==> config.mk <==
export PLATFORM = sky130hd
export DESIGN_NAME = p1v_reset_ctrl_flat
export DESIGN_NICKNAME = d
export VERILOG_FILES = /design/src/rtl/p1v_reset_pkg.sv /design/src/rtl/p1v_reset_ctrl_if.sv /design/src/rtl/p1v_reset_filter.sv /design/src/rtl/p1v_reset_ctrl.sv /design/src/flat_wrapper.sv
export SDC_FILE = /design/constraint.sdc
export NUM_CORES = 1
export LEC_CHECK = 0
export CORE_ASPECT_RATIO = 1.1
export CORE_MARGIN = 2
export CORE_UTILIZATION = 47
export DETAILED_ROUTE_END_ITERATION = 7
export GPL_TIMING_DRIVEN = 0
export HOLD_SLACK_MARGIN = 0.15
export PLACE_DENSITY = 0.71
export SYNTH_ARGS = -nofsm -noshare
export SYNTH_HDL_FRONTEND = slang
export SYNTH_SLANG_ARGS = --single-unit
==> constraint.sdc <==
create_clock -name clock_160 -period 1.5 [get_ports clock_160]
set_input_delay 0.15 -clock clock_160 [delete_from_list [all_inputs] [get_ports clock_160]]
set_output_delay 0.15 -clock clock_160 [all_outputs]
set_load 0.05 [all_outputs]
==> src/rtl/p1v_reset_pkg.sv <==
// Shared state type, board-level defaults and sizing helpers for the P1V reset controller.
package p1v_reset_pkg;

    typedef enum logic [1:0] {
        POR,
        HOLD,
        STRETCH,
        RUN
    } reset_state_t;

    localparam int         P1V_NUM_SRC         = 2;
    localparam int         P1V_SYNC_STAGES     = 2;
    localparam int         P1V_DEBOUNCE_CYCLES = 8;
    localparam logic [7:0] P1V_DEBOUNCE_MASK   = 8'b0000_0001;
    localparam logic [7:0] P1V_ACTIVE_LOW_MASK = 8'b0000_0010;
    localparam int         P1V_STRETCH_CYCLES  = 16;
    localparam int         P1V_POR_CYCLES      = 32;

    function automatic int cnt_w(input int max_cnt);
        return (max_cnt < 1) ? 1 : $clog2(max_cnt + 1);
    endfunction

    function automatic int max3(input int a, input int b, input int c);
        int m;
        m = (a > b) ? a : b;
        return (m > c) ? m : c;
    endfunction

endpackage

==> src/rtl/p1v_reset_ctrl_if.sv <==
// Board-side reset sources and core-side reset/cause outputs of the P1V reset controller.
interface p1v_reset_ctrl_if #(
    parameter int NUM_SRC = 2
);
    logic [NUM_SRC-1:0] src_in;
    logic               cause_clr;
    logic               res_out;
    logic               resn_out;
    logic [NUM_SRC:0]   res_cause;

    modport master (output src_in, cause_clr, input res_out, resn_out, res_cause);
    modport slave  (input src_in, cause_clr, output res_out, resn_out, res_cause);
endinterface

==> src/rtl/p1v_reset_filter.sv <==
// One reset source: polarity normalise, synchronise, then optionally debounce to a qualified level.
module p1v_reset_filter
    import p1v_reset_pkg::*;
#(
    parameter int SYNC_STAGES     = P1V_SYNC_STAGES,
    parameter int DEBOUNCE_CYCLES = P1V_DEBOUNCE_CYCLES,
    parameter bit DEBOUNCE        = 1'b1,
    parameter bit ACTIVE_LOW      = 1'b0
) (
    input  logic clk,
    input  logic rst,
    input  logic src_i,
    output logic qual_o
);
    logic [SYNC_STAGES-1:0] sync_q;
    logic                   synced;

    // NOTE: the synchroniser resets to the inactive level, so a source already active at power-up
    // still travels the full sync/debounce path before it is seen.
    always_ff @(posedge clk or posedge rst) begin
        if (rst) sync_q <= '0;
        else     sync_q <= {sync_q[SYNC_STAGES-2:0], src_i ^ ACTIVE_LOW};
    end

    assign synced = sync_q[SYNC_STAGES-1];

    if (DEBOUNCE) begin : g_debounce
        localparam int            CW       = cnt_w(DEBOUNCE_CYCLES);
        localparam logic [CW-1:0] DEB_LAST = CW'(DEBOUNCE_CYCLES - 1);

        logic [CW-1:0] cnt_q, cnt_d;
        logic          qual_q, qual_d;

        // NOTE: every always_comb output gets a default first; a missed branch would infer a latch.
        always_comb begin
            cnt_d  = '0;
            qual_d = qual_q;
            if (synced != qual_q) begin
                if (cnt_q == DEB_LAST) qual_d = synced;
                else                   cnt_d  = cnt_q + 1'b1;
            end
        end

        always_ff @(posedge clk or posedge rst) begin
            if (rst) begin
                cnt_q  <= '0;
                qual_q <= 1'b0;
            end else begin
                cnt_q  <= cnt_d;
                qual_q <= qual_d;
            end
        end

        assign qual_o = qual_q;
    end else begin : g_bypass
        assign qual_o = synced;
    end

endmodule

==> src/rtl/p1v_reset_ctrl.sv <==
// P1V reset controller: merges filtered sources, sequences POR/HOLD/STRETCH/RUN, keeps a sticky cause.
module p1v_reset_ctrl
    import p1v_reset_pkg::*;
#(
    parameter int         NUM_SRC         = P1V_NUM_SRC,
    parameter int         SYNC_STAGES     = P1V_SYNC_STAGES,
    parameter int         DEBOUNCE_CYCLES = P1V_DEBOUNCE_CYCLES,
    parameter logic [7:0] DEBOUNCE_MASK   = P1V_DEBOUNCE_MASK,
    parameter logic [7:0] ACTIVE_LOW_MASK = P1V_ACTIVE_LOW_MASK,
    parameter int         STRETCH_CYCLES  = P1V_STRETCH_CYCLES,
    parameter int         POR_CYCLES      = P1V_POR_CYCLES
) (
    input  logic             clock_160,
    input  logic             async_res,
    p1v_reset_ctrl_if.slave  bus
);
    localparam int            CW           = cnt_w(max3(POR_CYCLES, STRETCH_CYCLES, DEBOUNCE_CYCLES));
    localparam logic [CW-1:0] POR_LAST     = CW'(POR_CYCLES - 1);
    localparam logic [CW-1:0] STRETCH_LAST = CW'(STRETCH_CYCLES - 1);

    if (NUM_SRC < 1 || NUM_SRC > 8) begin : g_bad_num_src
        $error("p1v_reset_ctrl: NUM_SRC must be 1..8");
    end
    if (SYNC_STAGES < 2) begin : g_bad_sync
        $error("p1v_reset_ctrl: SYNC_STAGES must be >= 2");
    end
    if (DEBOUNCE_CYCLES < 2) begin : g_bad_debounce
        $error("p1v_reset_ctrl: DEBOUNCE_CYCLES must be >= 2");
    end
    if (STRETCH_CYCLES < 1 || POR_CYCLES < 1) begin : g_bad_hold
        $error("p1v_reset_ctrl: STRETCH_CYCLES and POR_CYCLES must be >= 1");
    end

    logic [NUM_SRC-1:0] qual;
    logic               any_act;

    for (genvar i = 0; i < NUM_SRC; i++) begin : g_src
        p1v_reset_filter #(
            .SYNC_STAGES     (SYNC_STAGES),
            .DEBOUNCE_CYCLES (DEBOUNCE_CYCLES),
            .DEBOUNCE        (DEBOUNCE_MASK[i]),
            .ACTIVE_LOW      (ACTIVE_LOW_MASK[i])
        ) u_filter (
            .clk    (clock_160),
            .rst    (async_res),
            .src_i  (bus.src_in[i]),
            .qual_o (qual[i])
        );
    end

    assign any_act = |qual;

    reset_state_t     state_q, state_d;
    logic [CW-1:0]    cnt_q, cnt_d;
    logic             res_q, resn_q;
    logic [NUM_SRC:0] cause_q, cause_d;

    // The shared counter only advances in POR and STRETCH and never passes its terminal value.
    always_comb begin
        state_d = state_q;
        cnt_d   = '0;
        unique case (state_q)
            POR: begin
                if (cnt_q == POR_LAST) state_d = any_act ? HOLD : RUN;
                else                   cnt_d   = cnt_q + 1'b1;
            end
            HOLD: begin
                if (!any_act) state_d = STRETCH;
            end
            STRETCH: begin
                if (any_act)                    state_d = HOLD;
                else if (cnt_q == STRETCH_LAST) state_d = RUN;
                else                            cnt_d   = cnt_q + 1'b1;
            end
            RUN: begin
                if (any_act) state_d = HOLD;
            end
            default: state_d = POR;
        endcase
    end

    always_comb begin
        cause_d              = bus.cause_clr ? '0 : cause_q;
        cause_d[NUM_SRC-1:0] = cause_d[NUM_SRC-1:0] | qual;
    end

    // NOTE: res and resn are two flops fed from state_d, so both switch on the same edge without a gate after them.
    always_ff @(posedge clock_160 or posedge async_res) begin
        if (async_res) begin
            state_q <= POR;
            cnt_q   <= '0;
            res_q   <= 1'b1;
            resn_q  <= 1'b0;
            cause_q <= {1'b1, {NUM_SRC{1'b0}}};
        end else begin
            state_q <= state_d;
            cnt_q   <= cnt_d;
            res_q   <= (state_d != RUN);
            resn_q  <= (state_d == RUN);
            cause_q <= cause_d;
        end
    end

    assign bus.res_out   = res_q;
    assign bus.resn_out  = resn_q;
    assign bus.res_cause = cause_q;

endmodule

==> src/flat_wrapper.sv <==
// flat-port wrapper written by rule: the top's interface ports become plain ports
module p1v_reset_ctrl_flat import p1v_reset_pkg::*;
#(
    parameter int         NUM_SRC         = P1V_NUM_SRC,
    parameter int         SYNC_STAGES     = P1V_SYNC_STAGES,
    parameter int         DEBOUNCE_CYCLES = P1V_DEBOUNCE_CYCLES,
    parameter logic [7:0] DEBOUNCE_MASK   = P1V_DEBOUNCE_MASK,
    parameter logic [7:0] ACTIVE_LOW_MASK = P1V_ACTIVE_LOW_MASK,
    parameter int         STRETCH_CYCLES  = P1V_STRETCH_CYCLES,
    parameter int         POR_CYCLES      = P1V_POR_CYCLES
)
  (clock_160, async_res, bus_src_in, bus_cause_clr, bus_res_out, bus_resn_out, bus_res_cause);
  p1v_reset_ctrl_if #(.NUM_SRC(NUM_SRC)) bus_i ();
  input  logic clock_160;
  input  logic async_res;
  input wire logic [$bits(bus_i.src_in)-1:0] bus_src_in;
  input wire logic [$bits(bus_i.cause_clr)-1:0] bus_cause_clr;
  output wire logic [$bits(bus_i.res_out)-1:0] bus_res_out;
  output wire logic [$bits(bus_i.resn_out)-1:0] bus_resn_out;
  output wire logic [$bits(bus_i.res_cause)-1:0] bus_res_cause;
  assign bus_i.src_in = bus_src_in;
  assign bus_i.cause_clr = bus_cause_clr;
  assign bus_res_out = bus_i.res_out;
  assign bus_resn_out = bus_i.resn_out;
  assign bus_res_cause = bus_i.res_cause;
  p1v_reset_ctrl #(.NUM_SRC(NUM_SRC), .SYNC_STAGES(SYNC_STAGES), .DEBOUNCE_CYCLES(DEBOUNCE_CYCLES), .DEBOUNCE_MASK(DEBOUNCE_MASK), .ACTIVE_LOW_MASK(ACTIVE_LOW_MASK), .STRETCH_CYCLES(STRETCH_CYCLES), .POR_CYCLES(POR_CYCLES)) u_core (.clock_160(clock_160), .async_res(async_res), .bus(bus_i));
endmodule
==> After elaboration in Yosys (flattened, before gate mapping) <==
Index checks and enable logic that the tools add are counted.
{ "totals": {"reg_bits": 22, "wordCells": 40, "inputBits": 5, "output_inout_bits": 5} }
{ "op_classes": {"bitwise": 2, "reduce_logical": 3, "n_mux": 14, "n_addsub": 2, "n_eq_ne": 9} }
{ "op_table": {"columns": ["cell", "n"], "rows": [
  ["$mux 6", 3],
  ["$mux 2", 7],
  ["$pmux 6 s2", 1],
  ["$mux 4", 2],
  ["$pmux 2 s4", 1],
  ["$add 6x1->6 const B", 1],
  ["$eq 2x2->1 const B", 3],
  ["$eq 6x4->1 const B", 1],
  ["$eq 6x5->1 const B", 1],
  ["$add 4x1->4 const B", 1],
  ["$eq 4x3->1 const B", 1],
  ["$eq 2x1->1 const B", 1],
  ["$logic_not 2->1", 1],
  ["$ne 2x2->1 const B", 1],
  ["$or 2x2->2", 1],
  ["$reduce_and 2->1", 1],
  ["$reduce_or 2->1", 1],
  ["$ne 1x1->1", 1],
  ["$not 1->1", 1]
]} }

==> Depth between registers and ports, before layout <==
{ "logic_depth": {"word_depth": 5, "mapped_depth": 5, "depth_no_buf": 5} }

==> Hierarchy <==
A second synthesis with hierarchy kept.
{ "unflattened": {"hier_cells": 77, "area_unflattened_um2": 927.1} }
{ "by_module_without_submodules": {"columns": ["mod", "seq_area_each_um2", "cells_per_inst", "instances", "area_per_inst_um2"], "rows": [
  ["p1v_reset_ctrl", 327.8, 53, 1, 589.3],
  ["p1v_reset_filter at u_core.g_src[0].u_filter", 175.2, 20, 1, 280.3],
  ["p1v_reset_filter at u_core.g_src[1].u_filter", 50.0, 4, 1, 57.6]
]} }

==> Worst setup path after synthesis <==
Ideal clock, no wire load.
{ "synth_path": {"path_kind": "register to register", "startpoint": "register u_core.cnt_q[0]", "endpoint": "register u_core.res_q (netlist: u_core.bus.res_out)", "synth_period_minus_slack_ns": 1.394, "t_arrival_ns": 1.317, "stages_incl_launch_ff": 6, "required_ns": 1.423, "path_slack_ns": 0.106, "setup_time_ns": 0.077, "path_buffers": 0, "cell_sequence": "dfrtp_1 -> ha_1 -> nand4b_1 -> nor3b_1 -> nand2b_1 -> a21o_2"} }
{ "synth_via": {"elab_chain_len": 5, "elab_cells_between_ends": 7, "classes_between": "3 x eq/ne; 4 x mux"} }
{ "synth_lines": {"columns": ["item", "line_no", "rtl"], "rows": [
  ["start: declaration", "p1v_reset_ctrl.sv:54", "logic [CW-1:0] cnt_q, cnt_d;"],
  ["start signal: assignment", "p1v_reset_ctrl.sv:97", "cnt_q <= cnt_d;"],
  ["$eq 6x4->1", "p1v_reset_ctrl.sv:72", "else if (cnt_q == STRETCH_LAST) state_d = RUN;"],
  ["$mux 2", "p1v_reset_ctrl.sv:72", null],
  ["$mux 2", "p1v_reset_ctrl.sv:71", "if (any_act) state_d = HOLD;"],
  ["$pmux 2 s4 (*)", "p1v_reset_ctrl.sv:62", "unique case (state_q)"],
  ["$ne 2x2->1 (*)", "p1v_reset_ctrl.sv:98", "res_q <= (state_d != RUN);"],
  ["end signal: assignment", "p1v_reset_ctrl.sv:98", null],
  ["end: declaration", "p1v_reset_ctrl.sv:55", "logic res_q, resn_q;"]
]} }
Every way passes the cells marked *; elsewhere a longest branch is shown, timed or not.
A chain may end at the register's enable or synchronous reset.

==> Worst setup path after layout <==
{ "layout_path": {"startpoint": "register u_core.g_src[1].u_filter.sync_q[1]", "endpoint": "register u_core.cnt_q[1]"} }
{ "layout_via": {"elab_chain_len": 3} }
{ "layout_lines": {"columns": ["item", "line_no", "rtl"], "rows": [
  ["start: declaration", "p1v_reset_filter.sv:15", "logic [SYNC_STAGES-1:0] sync_q;"],
  ["start signal: assignment", "p1v_reset_filter.sv:22", "else sync_q <= {sync_q[SYNC_STAGES-2:0], src_i ^ ACTIVE_LOW};"],
  ["$reduce_or 2->1", "p1v_reset_ctrl.sv:51", "assign any_act = |qual;"],
  ["$mux 6", "p1v_reset_ctrl.sv:71", null],
  ["$pmux 6 s2", "p1v_reset_ctrl.sv:62", null],
  ["via u_core.cnt_d[1]", "p1v_reset_ctrl.sv:54", null]
]} }
The timed path passes the listed nets, and every way through them passes these cells.

==> results <==
layout by cell type (no fill, tap or decap), types with 2 or more instances in the layout:
cell	Yosys	layout
a211oi_1	2	2
a21o_2	3	3
a21oi_1	3	3
and3_1	2	2
buf_4	0	7
clkbuf_2	0	2
clkbuf_4	0	3
clkdlybuf4s50_1	0	4
dfrtp_1	20	20
dfstp_2	2	2
dlygate4sd2_1	0	3
inv_1	5	5
nand2_1	2	2
nand2b_1	2	2
nand3_1	4	4
nor2_1	9	8
nor2b_1	2	2
nor3_1	2	2
o21ai_0	2	2
xnor2_1	3	3
xor2_1	2	2
metrics by stage:
stage	setup slack, ns	instance area (um^2)	power [mW]	cells
final	0.03782	1109	1.712	113
after global routing	-0.02352	1109	1.820	113
after floorplan	0.1055	897.1	1.190	76
after global placement	-0.01994	1010	1.300	103
after CTS	0.002441	1076	1.652	111
after detailed placement	-0.04254	1010	1.316	103
critical path: cells and delay by family (launching register included):
family / cells / cell delay [ns]
AOI/OAI and AO/OA: 2 / 0.54
buffers and inverters: 1 / 0.16
DFF: 1 / 0.39
and+or+nand+nor: 2 / 0.32
worst max-delay path by stage:
stage / start / slack, ns / endpoint / depth (start not counted)
after global routing: u_core.cnt_q[1]$_DFF_PP0_ / -0.02 / u_core.bus.res_out$_DFF_PP1_ / 6
after floorplan: u_core.cnt_q[0]$_DFF_PP0_ / 0.11 / u_core.bus.res_out$_DFF_PP1_ / 5
after global placement: u_core.cnt_q[0]$_DFF_PP0_ / -0.02 / u_core.bus.res_out$_DFF_PP1_ / 5
after detailed placement: u_core.cnt_q[0]$_DFF_PP0_ / -0.04 / u_core.bus.res_out$_DFF_PP1_ / 5
after CTS: u_core.bus.res_out$_DFF_PP1_ / 0.002 / bus_res_out / 1
final: u_core.g_src[1].u_filter.sync_q[1]$_DFF_PP0_ / 0.04 / u_core.cnt_q[1]$_DFF_PP0_ / 5
per-layer routing:
metal  GRT usage, %  vias to the layer above  routed length (um)
li1               -                      292                   -
met1          18.55                      267                 625
met2          22.77                        7                 715
met3          2.198                        4                  29
met4          5.882                        0                  31
met5              0                        -                   0
Yosys cell counts:
library cell,instances
or2_0,1
nor3b_1,1
nand2b_1,2
mux2_2,1
nor2_1,9
buf_2,1
a21o_2,3
a21o_1,1
o21ai_0,2
nor2b_1,2
nand3_1,4
o21bai_4,1
a211o_2,1
nand2_1,2
a21oi_1,3
xnor2_1,3
inv_1,5
xor2_1,2
nor2_2,1
nand4b_1,1
dfrtp_1,20
nor3_1,2
and3_1,2
ha_1,2
a211oi_1,2
dfstp_2,2
final cells by class:
type	count	area [um^2]	share of cell area, %
Sequential cell	22	553.0	49.89
Tap cell	18	22.52	2.032
Buffer	1	7.507	0.6772
Inverter	5	18.77	1.693
Timing Repair Buffer	15	121.4	10.95
Clock buffer	4	36.28	3.273
Multi-Input combinational cell	48	349.1	31.49
flip-flops by register name, summed over array words and instances, names as in the netlist:
name and count:
u_core.g_src.u_filter.qual_o 1, u_core.g_src.u_filter.sync_q 4, u_core.bus.res_out 1, u_core.g_src.u_filter.g_debounce.cnt_q 4
u_core.state_q 2, u_core.cnt_q 6, u_core.bus.resn_out 1, u_core.bus.res_cause 3
cells by family after synthesis:
family	count (synthesis)
AOI/OAI and AO/OA	13
xor gates and xnor gates	5
adders and majority gates	2
buffers and inverters	6
DFF	22
muxes	1
and+or+nand+nor	27
power by group:
group / switching [mW] / internal (mW)
clock: 0.182 / 0.148
sequential: 0.115 / 0.722
combinational: 0.286 / 0.260
total: 0.582 / 1.13
repair_timing:
action,CTS,global route
hold endpoints to repair,0,0
setup endpoints to repair,11,7
resized for setup,7,9
setup buffers,4,2
pin swaps,0,2
==> flow_summary.ini <==
[setup_path]
crit_slowest_cell = dfrtp_1
critPathLaunchType = flip-flop
r2r-start = u_core.g_src[1].u_filter.sync_q[1]$_DFF_PP0_
cp_slowest_stage_delay_ns = 0.39
worst-setup-path-type = flip-flop to flip-flop
worstPathRequired_ns = 1.75
path_max_fanout = 6
ff2ff_setup_slack_ns = 0.04
arrival_ns = 1.71
r2r_end = u_core.cnt_q[1]$_DFF_PP0_
r2r_cells = 5
path_cells = or2_0 > buf_4 > o21bai_4 > a211o_4 > nor2_1
endpoint_kind = flip-flop

[final_layout]
nNetsFinal = 103
fillers = 143
area.growth.synth_to_final_pct = 23.57
antenna_cells = 0
final_core_util_pct = 62.22
drive_gt1_share_pct = 26.32

[route]
drc = 0
first_pass_iters = 3
wire_per_inst_um = 12.40
drt_iter0_drc = 6
post_drt_via_cell_ratio = 5.044
wl_um = 1401
via_count = 570
ant_nets = 0

[floorplanning]
row_count = 16
die_x_um = 45.66
ios = 10
die_height_um = 49.82
core_um2 = 1782
start_util_pct = 50.35
die_area_um2 = 2275

[sta]
hold_viol_final = 0
holdWs_ns = 0.2668
finalCritPeriodShare_pct = 97.48
timing.final.max_slew_violations = 0
tightest_slew_ns = 0.7764
setup_tns_ns = 0
relSlewSlack_pct = 48.18
period_needed_ns = 1.462
max_freq_mhz = 683.9
final-setup-viol-count = 0
finalClockSkew_ns = 0.002367

[synthesis]
synth_cells = 76
syn_area_per_cell_um2 = 11.80
synth.largest_area_cell = dfrtp_1
synth_top_area_share_pct = 55.79
synthAdderAreaFrac_pct = 2.789
synthMuxAreaShare_pct = 1.255
ys_warn_count = 0
ys_seq_area_share_pct = 61.65
syn_area_um2 = 897.1
synth_xor_area_share_pct = 4.881
ys_top_cells_by_area = dfrtp_1 56%, dfstp_2 5.9%, nor2_1 3.8%, a21o_2 2.9%, xnor2_1 2.9%
synth_top_family_by_area = simple AND/OR/NAND/NOR gates
synth-compound-area-share_pct = 11.44
synth-simple-area-share_pct = 15.34
ys_types = 26
synth_fp_nets = 83
synth_seq_cells = 22

[global_routing]
grt_pass1_wl_um = 2318
track_usage_pct = 14.19
antenna_found_initial = 0
grt_pass1_vias = 550
overflow = 0
grt_max_degree = 23

[cts]
clkTransAtPathRegs_ns = 0.12
hold_buffers = 0
htree_levels = 1
cts_tree = built
cts_buffers = 3
clock-sinks = 22
clk_path_buf_depth = 2
root_buffer = clkbuf_4
clk_latency_ns = 0.31

[power_and_ir_drop]
irDropWorstVdd_mv = 0.8786
power.leakage_nw = 0.5422
p_per_area_nw_per_um2 = 1545

[placed_design]
gp_congestion = 0.7183
hpwl_um = 885.5
port_buffers = 9

[outcome]
status = finished clean

[job]
cap_violations = 0

[worst_hold_path]
hold_path_class = primary input to async pin
Note: power is estimated with default switching activity, not from simulation.
